--- config.mk ---
export PLATFORM = sky130hd
export DESIGN_NAME = rv32i_memory_access
export DESIGN_NICKNAME = d
export VERILOG_FILES = /design/src/rtl/rv32i_memory_access.sv
export SDC_FILE = /design/constraint.sdc
export NUM_CORES = 1
export LEC_CHECK = 0
export ABC_CLOCK_PERIOD_IN_PS = 2300
export CAP_MARGIN = 20
export CORE_MARGIN = 2
export CORE_UTILIZATION = 45
export CTS_BUF_LIST = sky130_fd_sc_hd__clkbuf_8
export CTS_CLUSTER_DIAMETER = 80
export DETAILED_ROUTE_END_ITERATION = 8
export HOLD_SLACK_MARGIN = 0.06
export PLACE_DENSITY = 0.94
export SLEW_MARGIN = 10
export SYNTH_ARGS = -nofsm -noshare
export SYNTH_HDL_FRONTEND = slang
export SYNTH_SLANG_ARGS = --single-unit
--- constraint.sdc ---
create_clock -name clk -period 2.3 [get_ports clk]
set_clock_uncertainty 0.1 [all_clocks]
set_input_delay 0.46 -clock clk [delete_from_list [all_inputs] [get_ports clk]]
set_output_delay 0.46 -clock clk [all_outputs]
set_load 0.01 [all_outputs]
--- src/rtl/rv32i_memory_access.sv ---
// rv32i_memory_access: RV32I MEM stage, data-bus req/gnt/rvalid sequencing, store lane alignment and load extension
module rv32i_memory_access #(
    parameter int MISALIGN_TRAP  = 1,
    parameter int RVALID_TIMEOUT = 0
) (
    input  logic        clk,
    input  logic        reset,
    input  logic        execute_valid,
    input  logic        execute_load,
    input  logic        execute_store,
    input  logic        execute_reg_write,
    input  logic [2:0]  execute_funct3,
    input  logic [4:0]  execute_rd,
    input  logic [31:0] execute_alu_result,
    input  logic [31:0] execute_rs2_data,
    output logic        dmem_req,
    input  logic        dmem_gnt,
    output logic        dmem_we,
    output logic [3:0]  dmem_be,
    output logic [31:0] dmem_addr,
    output logic [31:0] dmem_wdata,
    input  logic        dmem_rvalid,
    input  logic [31:0] dmem_rdata,
    output logic        memory_stall,
    output logic        memory_wb_en,
    output logic [4:0]  memory_rd,
    output logic [31:0] memory_wb_data,
    output logic        memory_misaligned,
    output logic        memory_bus_error
);
    typedef enum logic [1:0] {IDLE, REQ, WAIT} state_t;
    state_t      state;
    logic [31:0] cnt;
    logic [2:0]  f3;
    logic [1:0]  lane;
    logic [1:0]  a, al;
    logic        is_byte, is_half, trap, expire;
    logic [7:0]  lb;
    logic [15:0] lh;
    logic [31:0] load_data;
    assign a       = execute_alu_result[1:0];
    assign is_byte = execute_funct3[1:0] == 2'b00;
    assign is_half = execute_funct3[1:0] == 2'b01;
    assign trap    = (MISALIGN_TRAP != 0) && (is_half ? a[0] : (!is_byte && a != 2'b00));
    // lane forced to the natural boundary when misaligned accesses are not trapped
    assign al      = is_byte ? a : is_half ? {a[1], 1'b0} : 2'b00;
    assign lb      = dmem_rdata[{lane, 3'b000} +: 8];
    assign lh      = dmem_rdata[{lane[1], 4'b0000} +: 16];
    assign load_data = f3[1:0] == 2'b00 ? {{24{lb[7] & ~f3[2]}}, lb} :
                       f3[1:0] == 2'b01 ? {{16{lh[15] & ~f3[2]}}, lh} : dmem_rdata;
    assign expire  = (RVALID_TIMEOUT != 0) && (cnt + 32'd1 == 32'(RVALID_TIMEOUT));
    assign dmem_req     = state == REQ;
    assign memory_stall = state != IDLE;
    always_ff @(posedge clk) begin
        if (reset) begin
            state             <= IDLE;
            cnt               <= '0;
            f3                <= '0;
            lane              <= '0;
            dmem_we           <= 1'b0;
            dmem_be           <= '0;
            dmem_addr         <= '0;
            dmem_wdata        <= '0;
            memory_wb_en      <= 1'b0;
            memory_rd         <= '0;
            memory_wb_data    <= '0;
            memory_misaligned <= 1'b0;
            memory_bus_error  <= 1'b0;
        end else begin
            memory_wb_en      <= 1'b0;
            memory_misaligned <= 1'b0;
            memory_bus_error  <= 1'b0;
            case (state)
                IDLE: if (execute_valid) begin
                    if (execute_load || execute_store) begin
                        if (trap) memory_misaligned <= 1'b1;
                        else begin
                            state      <= REQ;
                            cnt        <= '0;
                            dmem_we    <= !execute_load;
                            dmem_addr  <= {execute_alu_result[31:2], 2'b00};
                            dmem_be    <= is_byte ? 4'b0001 << al : is_half ? 4'b0011 << al : 4'hF;
                            dmem_wdata <= is_byte ? {4{execute_rs2_data[7:0]}} :
                                          is_half ? {2{execute_rs2_data[15:0]}} : execute_rs2_data;
                            f3         <= execute_funct3;
                            lane       <= al;
                            memory_rd  <= execute_rd;
                        end
                    end else begin
                        memory_wb_en   <= execute_reg_write && execute_rd != 5'd0;
                        memory_wb_data <= execute_alu_result;
                        memory_rd      <= execute_rd;
                    end
                end
                REQ: begin
                    cnt <= cnt + 32'd1;
                    if (dmem_gnt) state <= dmem_we ? IDLE : WAIT;
                    else if (expire) begin
                        state            <= IDLE;
                        memory_bus_error <= 1'b1;
                    end
                end
                WAIT: begin
                    cnt <= cnt + 32'd1;
                    if (dmem_rvalid) begin
                        state          <= IDLE;
                        memory_wb_en   <= memory_rd != 5'd0;
                        memory_wb_data <= load_data;
                    end else if (expire) begin
                        state            <= IDLE;
                        memory_bus_error <= 1'b1;
                    end
                end
                default: state <= IDLE;
            endcase
        end
    end
endmodule

==> qor.yml, run 1 <==
route:
  remaining_drc_errors: 0
  vias_per_cell: 5.64
  drt_iter0_drc: 516
  ant_nets: 0
  num_vias: 6066
  wl_per_cell_um: 17.3
  drt_wl_total_um: 18600
  firstDrtPassIters: 5
final_layout:
  area_growth_pct: 55.5
  drive_above_1_share_pct: 11.9
  fin_nets: 1032
  stdcell_count: 1076
  utilization_pct: 70.8
  fin_area_um2: 8440
  nFillCells: 900
grt:
  grt_usage_pct: 28.5
  grt_util_met2_pct: 45.9
  grt_max_degree: 55
  antenna_found_initial: 1
  grt_overflow_total: 0
  grt_busiest_layer: "met2"
  use_met3_pct: 7.12
  use_met1_pct: 36.0
  grt_pass1_wl_um: 29300
  grt_pass1_vias: 5833
timing:
  period_share_pct: 94.0
  finalMaxSlewViolations: 0
  rsz0062_at_grt: "no"
  setup_slack_ns: 0.138
  finalHoldViolations: 0
  max_slew_margin_pct: 49.9
  max_freq_ghz: 0.462
  worst_pin_slew_ns: 0.732
  setup_viol: 0
  finalCriticalPeriod_ns: 2.16
synthesis:
  ys_seq_area_share_pct: 41.7
  syn_area_per_cell_um2: 8.05
  syn-cell-area_um2: 5430
  synth.largest_area_cell: "dfxtp_1"
  post-synth-top-count-cell: "nand2_1"
  netlist_top_cells_count: "152 x nand2_1, 113 x dfxtp_1, 86 x a21oi_1"
  synth.distinct_cells: 50
  synth_edf_count: 0
  syn_inst: 674
  synthDominantCellAreaShare_pct: 41.7
  postSynth.asyncResetShare_pct: 0
  yosys_warnings: 0
  ys_ff_latch: 113
  synth_flop_cell: "dfxtp_1"
  synth.top_cells.by_area: "dfxtp_1 42%, nand2_1 11%, a21oi_1 7.9%, nor2_1 4.4%, mux2i_1 3.9%"
cts:
  cts_tree: "done"
  clock_path_buffers: 2
  numCtsBuffers: 17
  cts_setup_buffers: 0
  clkLatencyLatePin_ns: 0.44
  clock_sinks: 113
  cts_root_buffer: "clkbuf_8"
  clkTransAtPathRegs_ns: 0.07
  cts_max_level: 4
placed_design:
  globalplace.congestion: 0.948
  placed_cells: 1044
  dp_hpwl_um: 13700
  dp_slack_ns: -0.186
  dpl_cell_area_um2: 8070
  io_buffers: 219
floorplanning:
  die_y_um: 114
  core_area_um2: 11900
  io_pins: 223
  row_count: 40
  start_util_pct: 45.6
  fp.dieW_um: 114
  dieArea_um2: 13000
outcome:
  status: "finished, final reports clean"
worst_setup_path:
  cp.arrival_ns: 1.60
  startpoint: "state[0]"
  cp.required_ns: 1.74
  cp-start-kind: "flip-flop"
  r2r-start: "state[1]"
  reg2reg_depth: 6
  regToRegEndpoint: "memory_wb_data[15]"
  endpoint_kind: "primary output"
  worstPathMaxFanout: 8
  crit_type: "reg -> out"
  rrSetupSlack_ns: 0.15
  critPathCapture: "dmem_req"
power:
  powerDensity_nw_per_um2: 582
  p_total_uw: 4910
  peakVddDrop_mv: 0.430
  p_leak_uw: 0.00322
job:
  drv_cap: 0
worst_hold_path:
  hold_class: "in -> reg"
-- per-stage QoR --
| step | setup TNS [ns] | hold WS (ns) |
|---|---|---|
| CTS | 0 | 0.246 |
| floorplan | 0 | 0.363 |
| finish | 0 | 0.264 |
| detailed placement | -4.84 | 0.343 |
| global route | 0 | 0.268 |
| global placement | -3.88 | 0.331 |
-- repair_timing --
item	in CTS	in global routing
resized for setup	0	1
setup endpoints to repair	0	1
hold buffers	0	0
-- cell families after synthesis --
kind of cell / Yosys count / synth area share, %
buf+inv: 64 / 5.23
simple gates: 267 / 21.0
compound gates: 196 / 23.9
other cells: 1 / 0.0691
mux: 29 / 7.19
fa+ha+maj: 4 / 0.922
flops: 113 / 41.7
-- worst max-delay path: stages (launching register included) --
cell	delay, ns
dfxtp_2	0.41
nor2b_1	0.19
clkdlybuf4s50_1	0.56
-- worst min-delay path by stage --
stage / start / end / slack (ns) / cells after the start
global placement: memory_wb_data[24] / memory_wb_data[24] / 0.33 / 2
floorplan: f3[2] / f3[2] / 0.36 / 2
finish: reset / memory_misaligned / 0.26 / 4
detailed placement: memory_wb_data[16] / memory_wb_data[16] / 0.34 / 2
global route: reset / memory_misaligned / 0.27 / 4
CTS: reset / memory_misaligned / 0.25 / 4
-- sequential cells by signal, summed over array words and instances (netlist names) --
register           count
lane                   2
memory_wb_data        32
dmem_be                4
memory_wb_en           1
dmem_addr             30
memory_misaligned      1
memory_rd              5
state                  2
dmem_we                1
dmem_wdata            32
f3                     3
-- per-layer routing --
| layer | wire length (um) | vias to the layer above |
|---|---|---|
| met1 | 7550 | 2815 |
| li1 | - | 2874 |
| met5 | 0 | - |
| met3 | 1550 | 72 |
| met4 | 702 | 0 |
| met2 | 8790 | 305 |
-- cells in the final DEF, fill, tap and decap left out, types with 5 or more instances in the layout --
cell type / count
a2111oi_0: 9
buf_12: 5
o2bb2ai_1: 7
clkinv_2: 5
o31ai_1: 9
o41ai_1: 14
o22ai_1: 7
nand2_1: 152
clkdlybuf4s50_1: 218
mux4_2: 8
nor2_1: 64
dfxtp_1: 111
a221o_1: 7
nand2b_1: 12
nor2b_1: 13
a311oi_1: 9
a211oi_1: 16
a21oi_1: 86
nor3_1: 11
clkbuf_8: 24
inv_1: 7
mux2i_1: 21
buf_4: 56
o21ai_0: 17
-- power breakdown --
part           switching, uW  total [uW]  internal [uW]  leakage (uW)
sequential              66.7        2130           2070      0.000922
clock                    801        1720            923      0.000203
combinational            488        1050            566       0.00210
-- cell type report --
cell class              instances  area [um^2]  area share, %
clock inverters                 7         32.5          0.386
multi-input cells             499         2900           34.3
flip-flops and latches        113         2260           26.8
well taps                     147          184           2.18
repair buffers                280         2710           32.1
diodes                          1         2.50         0.0297
clock buffers                  24          330           3.92
inverters                       5         18.8          0.222
(Power assumes the default switching activity.)
==> run 2, diff against run 1 <==
Settings changed: ABC_AREA from default to 1, PLACE_DENSITY 0.94 to 0.93, SLEW_MARGIN 10 to 20.
==> run 2 against run 1 <==
Core utilization fell by 1.0 points. Critical endpoint is now memory_stall. Sequential cell count did not move. Highest routed layer unchanged. Clock-buffer cell count fell by 5. Critical path type unchanged.
==> qor.yml, run 2 <==
outcome:
  status: "finished, final reports clean"
route:
  num_vias: 6465  # +6.6%
  remaining_drc_errors: 0  # unchanged
  firstDrtPassIters: 6  # +1
  vias_per_cell: 5.20  # -7.8%
  wl_per_cell_um: 15.0  # -13%
  drt_iter0_drc: 700  # +36%
  ant_nets: 0  # unchanged
  drt_wl_total_um: 18600  # +0.22%
final_layout:
  final_cell_mix: "218 x clkdlybuf4s50_1, 194 x nand2_1, 119 x nor2_1"
  mostFrequentLayoutCell: "clkdlybuf4s50_1"
  drive_above_1_share_pct: 10.4  # -1.4 points
  fin_nets: 1179  # +14%
  stdcell_count: 1244  # +16%
  area_growth_pct: 50.0
  diodes: 0  # -1
  top_regs: "dmem_wdata (32), memory_wb_data (32), dmem_addr (30)"
worst_setup_path:
  cp.arrival_ns: 1.65  # +0.05 ns
  rrSetupSlack_ns: 0.58  # +0.43 ns
  endpoint_kind: "primary output"
  worstPathMaxFanout: 4  # -4
  cp-start-kind: "flip-flop"
  cp.required_ns: 1.74  # about the same
  crit_type: "reg -> out"
floorplanning:
  start_util_pct: 46.5  # +0.98 points
  dieArea_um2: 13500  # +4.1%
  core_area_um2: 12200  # +2.1%
  die_y_um: 116  # +2.0%
  row_count: 40  # unchanged
  io_pins: 223  # unchanged
  fp.dieW_um: 116  # +2.0%
synthesis:
  synth.distinct_cells: 31  # -38%
  synth_flop_cell: "dfxtp_1"
  ys_ff_latch: 113  # unchanged
  synth.top_cells.by_area: "dfxtp_1 40%, nand2_1 13%, nor2_1 8.0%, o21ai_0 7.9%, a21oi_1 6.7%"
  syn_inst: 850  # +26%
  yosys_warnings: 0  # unchanged
  ys_seq_area_share_pct: 40.0  # -1.7 points
  netlist_top_cells_count: "194 x nand2_1, 120 x nor2_1, 113 x dfxtp_1"
  synthDominantCellAreaShare_pct: 40.0  # -1.7 points
  synth.largest_area_cell: "dfxtp_1"
  postSynth.asyncResetShare_pct: 0  # unchanged
  syn_area_per_cell_um2: 6.66  # -17%
  synth_edf_count: 0  # unchanged
  syn-cell-area_um2: 5660  # +4.3%
  post-synth-top-count-cell: "nand2_1"
power:
  p_leak_uw: 0.00356  # +10%
  powerDensity_nw_per_um2: 651  # +12%
  peakVddDrop_mv: 0.405  # -5.8%
timing:
  finalMaxSlewViolations: 0  # unchanged
  finalCriticalPeriod_ns: 2.21  # +0.0489 ns
  period_share_pct: 96.1  # +2.1 points
  rsz0062_at_grt: "no"
  hold_ws_ns: 0.371  # +0.107 ns
  setup_viol: 0  # unchanged
  finalHoldViolations: 0  # unchanged
  max_freq_ghz: 0.452  # -2.2%
  fin_tns_setup_ns: 0  # unchanged
grt:
  grt_overflow_total: 0  # unchanged
  antenna_found_initial: 0  # -1
  grt_usage_pct: 27.4  # -1.1 points
  grt_max_degree: 66  # +20%
  grt_pass1_wl_um: 29200  # -0.52%
  grt_pass1_vias: 5945  # +1.9%
cts:
  cts_setup_buffers: 0  # unchanged
  numCtsBuffers: 17  # unchanged
  cts_hold_buffers: 0  # unchanged
  clkLatencyLatePin_ns: 0.44  # about the same
  clkTransAtPathRegs_ns: 0.07  # about the same
  cts_root_buffer: "clkbuf_8"
  post_cts_resized: 2  # +2
  cts_max_level: 4  # unchanged
  clock_sinks: 113  # unchanged
  clock_path_buffers: 2  # unchanged
  cts_tree: "done"
placed_design:
  placed_cells: 1212  # +16%
  dp_hpwl_um: 13400  # -2.0%
  globalplace.congestion: 0.896  # -5.5%
  io_buffers: 219  # unchanged
worst_hold_path:
  hold_class: "reg -> reg"
job:
  drv_cap: 0  # unchanged
-- run 2: changes by cell type after synthesis, sizes merged, moves of 13 or more --
cell    before  now
a211oi      16    0
clkbuf      34   21
inv          5   62
mux2i       21    0
nand2      153  196
nand3        1   62
nor2        64  126
nor2b       13    0
o21ai       18  110
o41ai       15    0
or2          2   24
-- run 2: per-layer routing --
metal | track usage (%) | up-vias | share of wire [%]
li1 | - | 3163 | -
met1 | 33.7 | 2946 | 41
met2 | 45.0 | 316 | 48
met3 | 9.03 | 40 | 9.0
met4 | 10.2 | 0 | 2.3
met5 | 0 | - | 0
-- run 2: cells by family after synthesis --
logic type      count (synthesis)  share of synthesized area [%]
simple gates                  413                           31.0
buf+inv                       121                           9.93
compound gates                198                           18.2
other cells                     1                         0.0663
fa+ha+maj                       4                          0.884
flops                         113                           40.0
-- run 2: worst max-delay path, stage by stage (launching register included) --
cell and delay [ns]:
dfxtp_1 0.49, nor2_4 0.09, inv_2 0.07, clkdlybuf4s50_1 0.57
-- run 2: through the flow --
step	instance area, um^2	total power, uW	util [%]	setup slack, ns
CTS	8490	5540	69.8	0.0406
global route	8490	5770	69.8	0.0325
finish	8490	5520	69.8	0.0887
floorplan	5670	2840	-	0.524
global placement	8050	3490	66.2	0.0382
detailed placement	8050	3510	66.2	-0.0268
-- run 2: worst paths after layout --
kind	from	end	depth (start not counted)
worst max-delay path	state[1]	memory_stall	3
worst min-delay path	dmem_wdata[2]	dmem_wdata[2]	2
worst max register to register	state[1]	dmem_wdata[20]	8
worst min register to register	dmem_wdata[2]	dmem_wdata[2]	2
-- run 2: layout make-up --
class                           instances  area, um^2
Inverter                               63         246
Clock inverter                         13         168
Sequential cell                       113        2260
Multi-Input combinational cell        618        2850
Clock buffer                           19         262
Tap cell                              168         210
Timing Repair Buffer                  250        2490
Fill cell                             991        3670
-- run 2: report_power, final --
group	switching, uW	total [uW]	leakage [uW]	internal, uW
Combinational	641	1300	0.00241	656
Sequential	83.7	2190	0.000927	2110
Clock	815	2030	0.000224	1220
==> run 3, diff against run 2 <==
Settings changed: GPL_TIMING_DRIVEN from default to 0.
==> run 3 against run 2 <==
Critical path depth unchanged. Critical path type unchanged. First-iteration DRC count decreased by 1.4%. Non-clock buffer count increased by 26. Combinational power about the same. Via count increased by 1.4%. Sequential share of layout area increased by 0.31 points. Fmax decreased by 0.99%. Wire length increased by 6.4%. Highest routed layer unchanged.
==> qor.yml, run 3 (same netlist as run 2, synthesis figures left out) <==
grt:
  grt_pass1_wl_um: 30500  # +4.8%
  grt_overflow_total: 0  # unchanged
  grt_max_degree: 17  # -74%
  grt_usage_pct: 29.5  # +2.1 points
  antenna_found_initial: 0  # unchanged
  grt_pass1_vias: 6099  # +2.6%
floorplanning:
  start_util_pct: 46.5  # unchanged
  dieArea_um2: 13500  # unchanged
  fp.dieW_um: 116  # unchanged
  die_y_um: 116  # unchanged
  io_pins: 223  # unchanged
  core_area_um2: 12200  # unchanged
  row_count: 40  # unchanged
timing:
  period_share_pct: 97.1  # +0.96 points
  max_slew_margin_pct: 59.9
  finalHoldViolations: 0  # unchanged
  rsz0062_at_grt: "no"
  worst_pin_slew_ns: 0.602
  finalMaxSlewViolations: 0  # unchanged
  finalCriticalPeriod_ns: 2.23  # +0.0221 ns
  setup_viol: 0  # unchanged
  max_freq_ghz: 0.448  # -0.99%
  setup_slack_ns: 0.0666  # -0.0221 ns
worst_setup_path:
  cp-start-kind: "flip-flop"
  critical-path-top-delay-family: "buffers and inverters"
  cp_num_buf_inv: 2  # unchanged
  worstPathMaxFanout: 4  # unchanged
  cp.arrival_ns: 1.67  # +0.02 ns
  endpoint_kind: "primary output"
  crit_slowest_cell: "clkdlybuf4s50_1"
  cp.required_ns: 1.74  # about the same
  cpPeakStageDelay_ns: 0.60  # +0.03 ns
  crit_chain: "inv_1 -> nor2_2 -> clkdlybuf4s50_1"
  crit_type: "reg -> out"
placed_design:
  globalplace.congestion: 0.932  # +4.0%
  dpl_cell_area_um2: 8060  # about the same
  io_buffers: 218  # -0.46%
  dp_slack_ns: -0.0506  # -0.0238 ns
  dp_hpwl_um: 14900  # +11%
cts:
  clock_sinks: 113  # unchanged
  cts_tree: "done"
  cts_root_buffer: "clkbuf_8"
  clock_path_buffers: 2  # unchanged
  clkLatencyLatePin_ns: 0.45  # about the same
  numCtsBuffers: 17  # unchanged
  cts_max_level: 4  # unchanged
  clkTransAtPathRegs_ns: 0.06  # about the same
job:
  drv_cap: 0  # unchanged
power:
  p_leak_uw: 0.00352  # -1.1%
  powerDensity_nw_per_um2: 606  # -6.9%
  peakVddDrop_mv: 0.411  # +1.4%
final_layout:
  fin_area_um2: 8390  # -1.1%
  area_growth_pct: 48.3
  drive_above_1_share_pct: 9.99  # -0.42 points
  utilization_pct: 69.0  # -0.80 points
  nFillCells: 1026  # +3.5%
  fin_nets: 1205  # +2.2%
  top_regs: "dmem_wdata (32), memory_wb_data (32), dmem_addr (30)"
  final_cell_mix: "218 x clkdlybuf4s50_1, 194 x nand2_1, 119 x nor2_1"
  mostFrequentLayoutCell: "clkdlybuf4s50_1"
route:
  drt_iter0_drc: 690  # -1.4%
  wl_per_cell_um: 15.6  # +4.2%
  firstDrtPassIters: 7  # +1
  drt_wl_total_um: 19800  # +6.4%
  remaining_drc_errors: 0  # unchanged
  vias_per_cell: 5.16  # -0.67%
  num_vias: 6556  # +1.4%
  ant_nets: 0  # unchanged
outcome:
  status: "finished, final reports clean"
worst_hold_path:
  hold_class: "reg -> reg"
-- run 3: final timing paths --
kind,slack [ns],cells after the start,start,to
max,0.07,3,state[0],dmem_req
min,0.37,2,dmem_wdata[1],dmem_wdata[1]
max reg2reg,0.55,9,lane[1],memory_wb_data[13]
min reg2reg,0.37,2,dmem_wdata[1],dmem_wdata[1]
-- run 3: where the power goes --
group | internal, uW | switching [uW]
clock network | 792 | 794
logic | 647 | 660
registers | 2110 | 83.9
-- run 3: routing by layer --
metal | up-vias | wire length [um] | GRT usage [%]
li1 | 3218 | - | -
met1 | 2946 | 7950 | 36.7
met2 | 337 | 9250 | 48.8
met3 | 55 | 1960 | 7.27
met4 | 0 | 656 | 12.7
met5 | - | 0 | 0
-- run 3: per-stage QoR --
step	hold slack, ns	power [uW]	cells	setup TNS [ns]
4_1_cts	0.367	5090	1269	0
2_1_floorplan	0.384	2840	852	0
3_3_place_gp	0.352	3500	1238	-0.00651
3_5_place_dp	0.357	3520	1238	-0.194
6_report	0.369	5090	1270	0
5_1_grt	0.386	5320	1269	0
-- run 3: repair_timing --
item	in CTS	in global routing
gates resized for setup	2	0
setup buffers	0	0
hold buffers	0	0
endpoints found under the setup margin	1	0
-- run 3: worst reg2reg max path, delay by kind of cell (launching register included) --
family	cells	cell delay [ns]
AO/OA/AOI/OAI	1	0.06
buffers and inverters	3	0.59
flip-flops	1	0.30
AND/OR/NAND/NOR	5	0.59
-- run 3: final cells by class --
class | count | area (um^2) | area share [%]
timing repair buffer | 218 | 2180 | 26.0
antenna | 1 | 2.50 | 0.0298
buffer | 58 | 315 | 3.76
clock inverter | 11 | 51.3 | 0.611
clock buffer | 20 | 275 | 3.28
tap | 168 | 210 | 2.50
inverter | 63 | 246 | 2.94
multi-input combinational | 618 | 2850 | 33.9
sequential | 113 | 2260 | 27.0
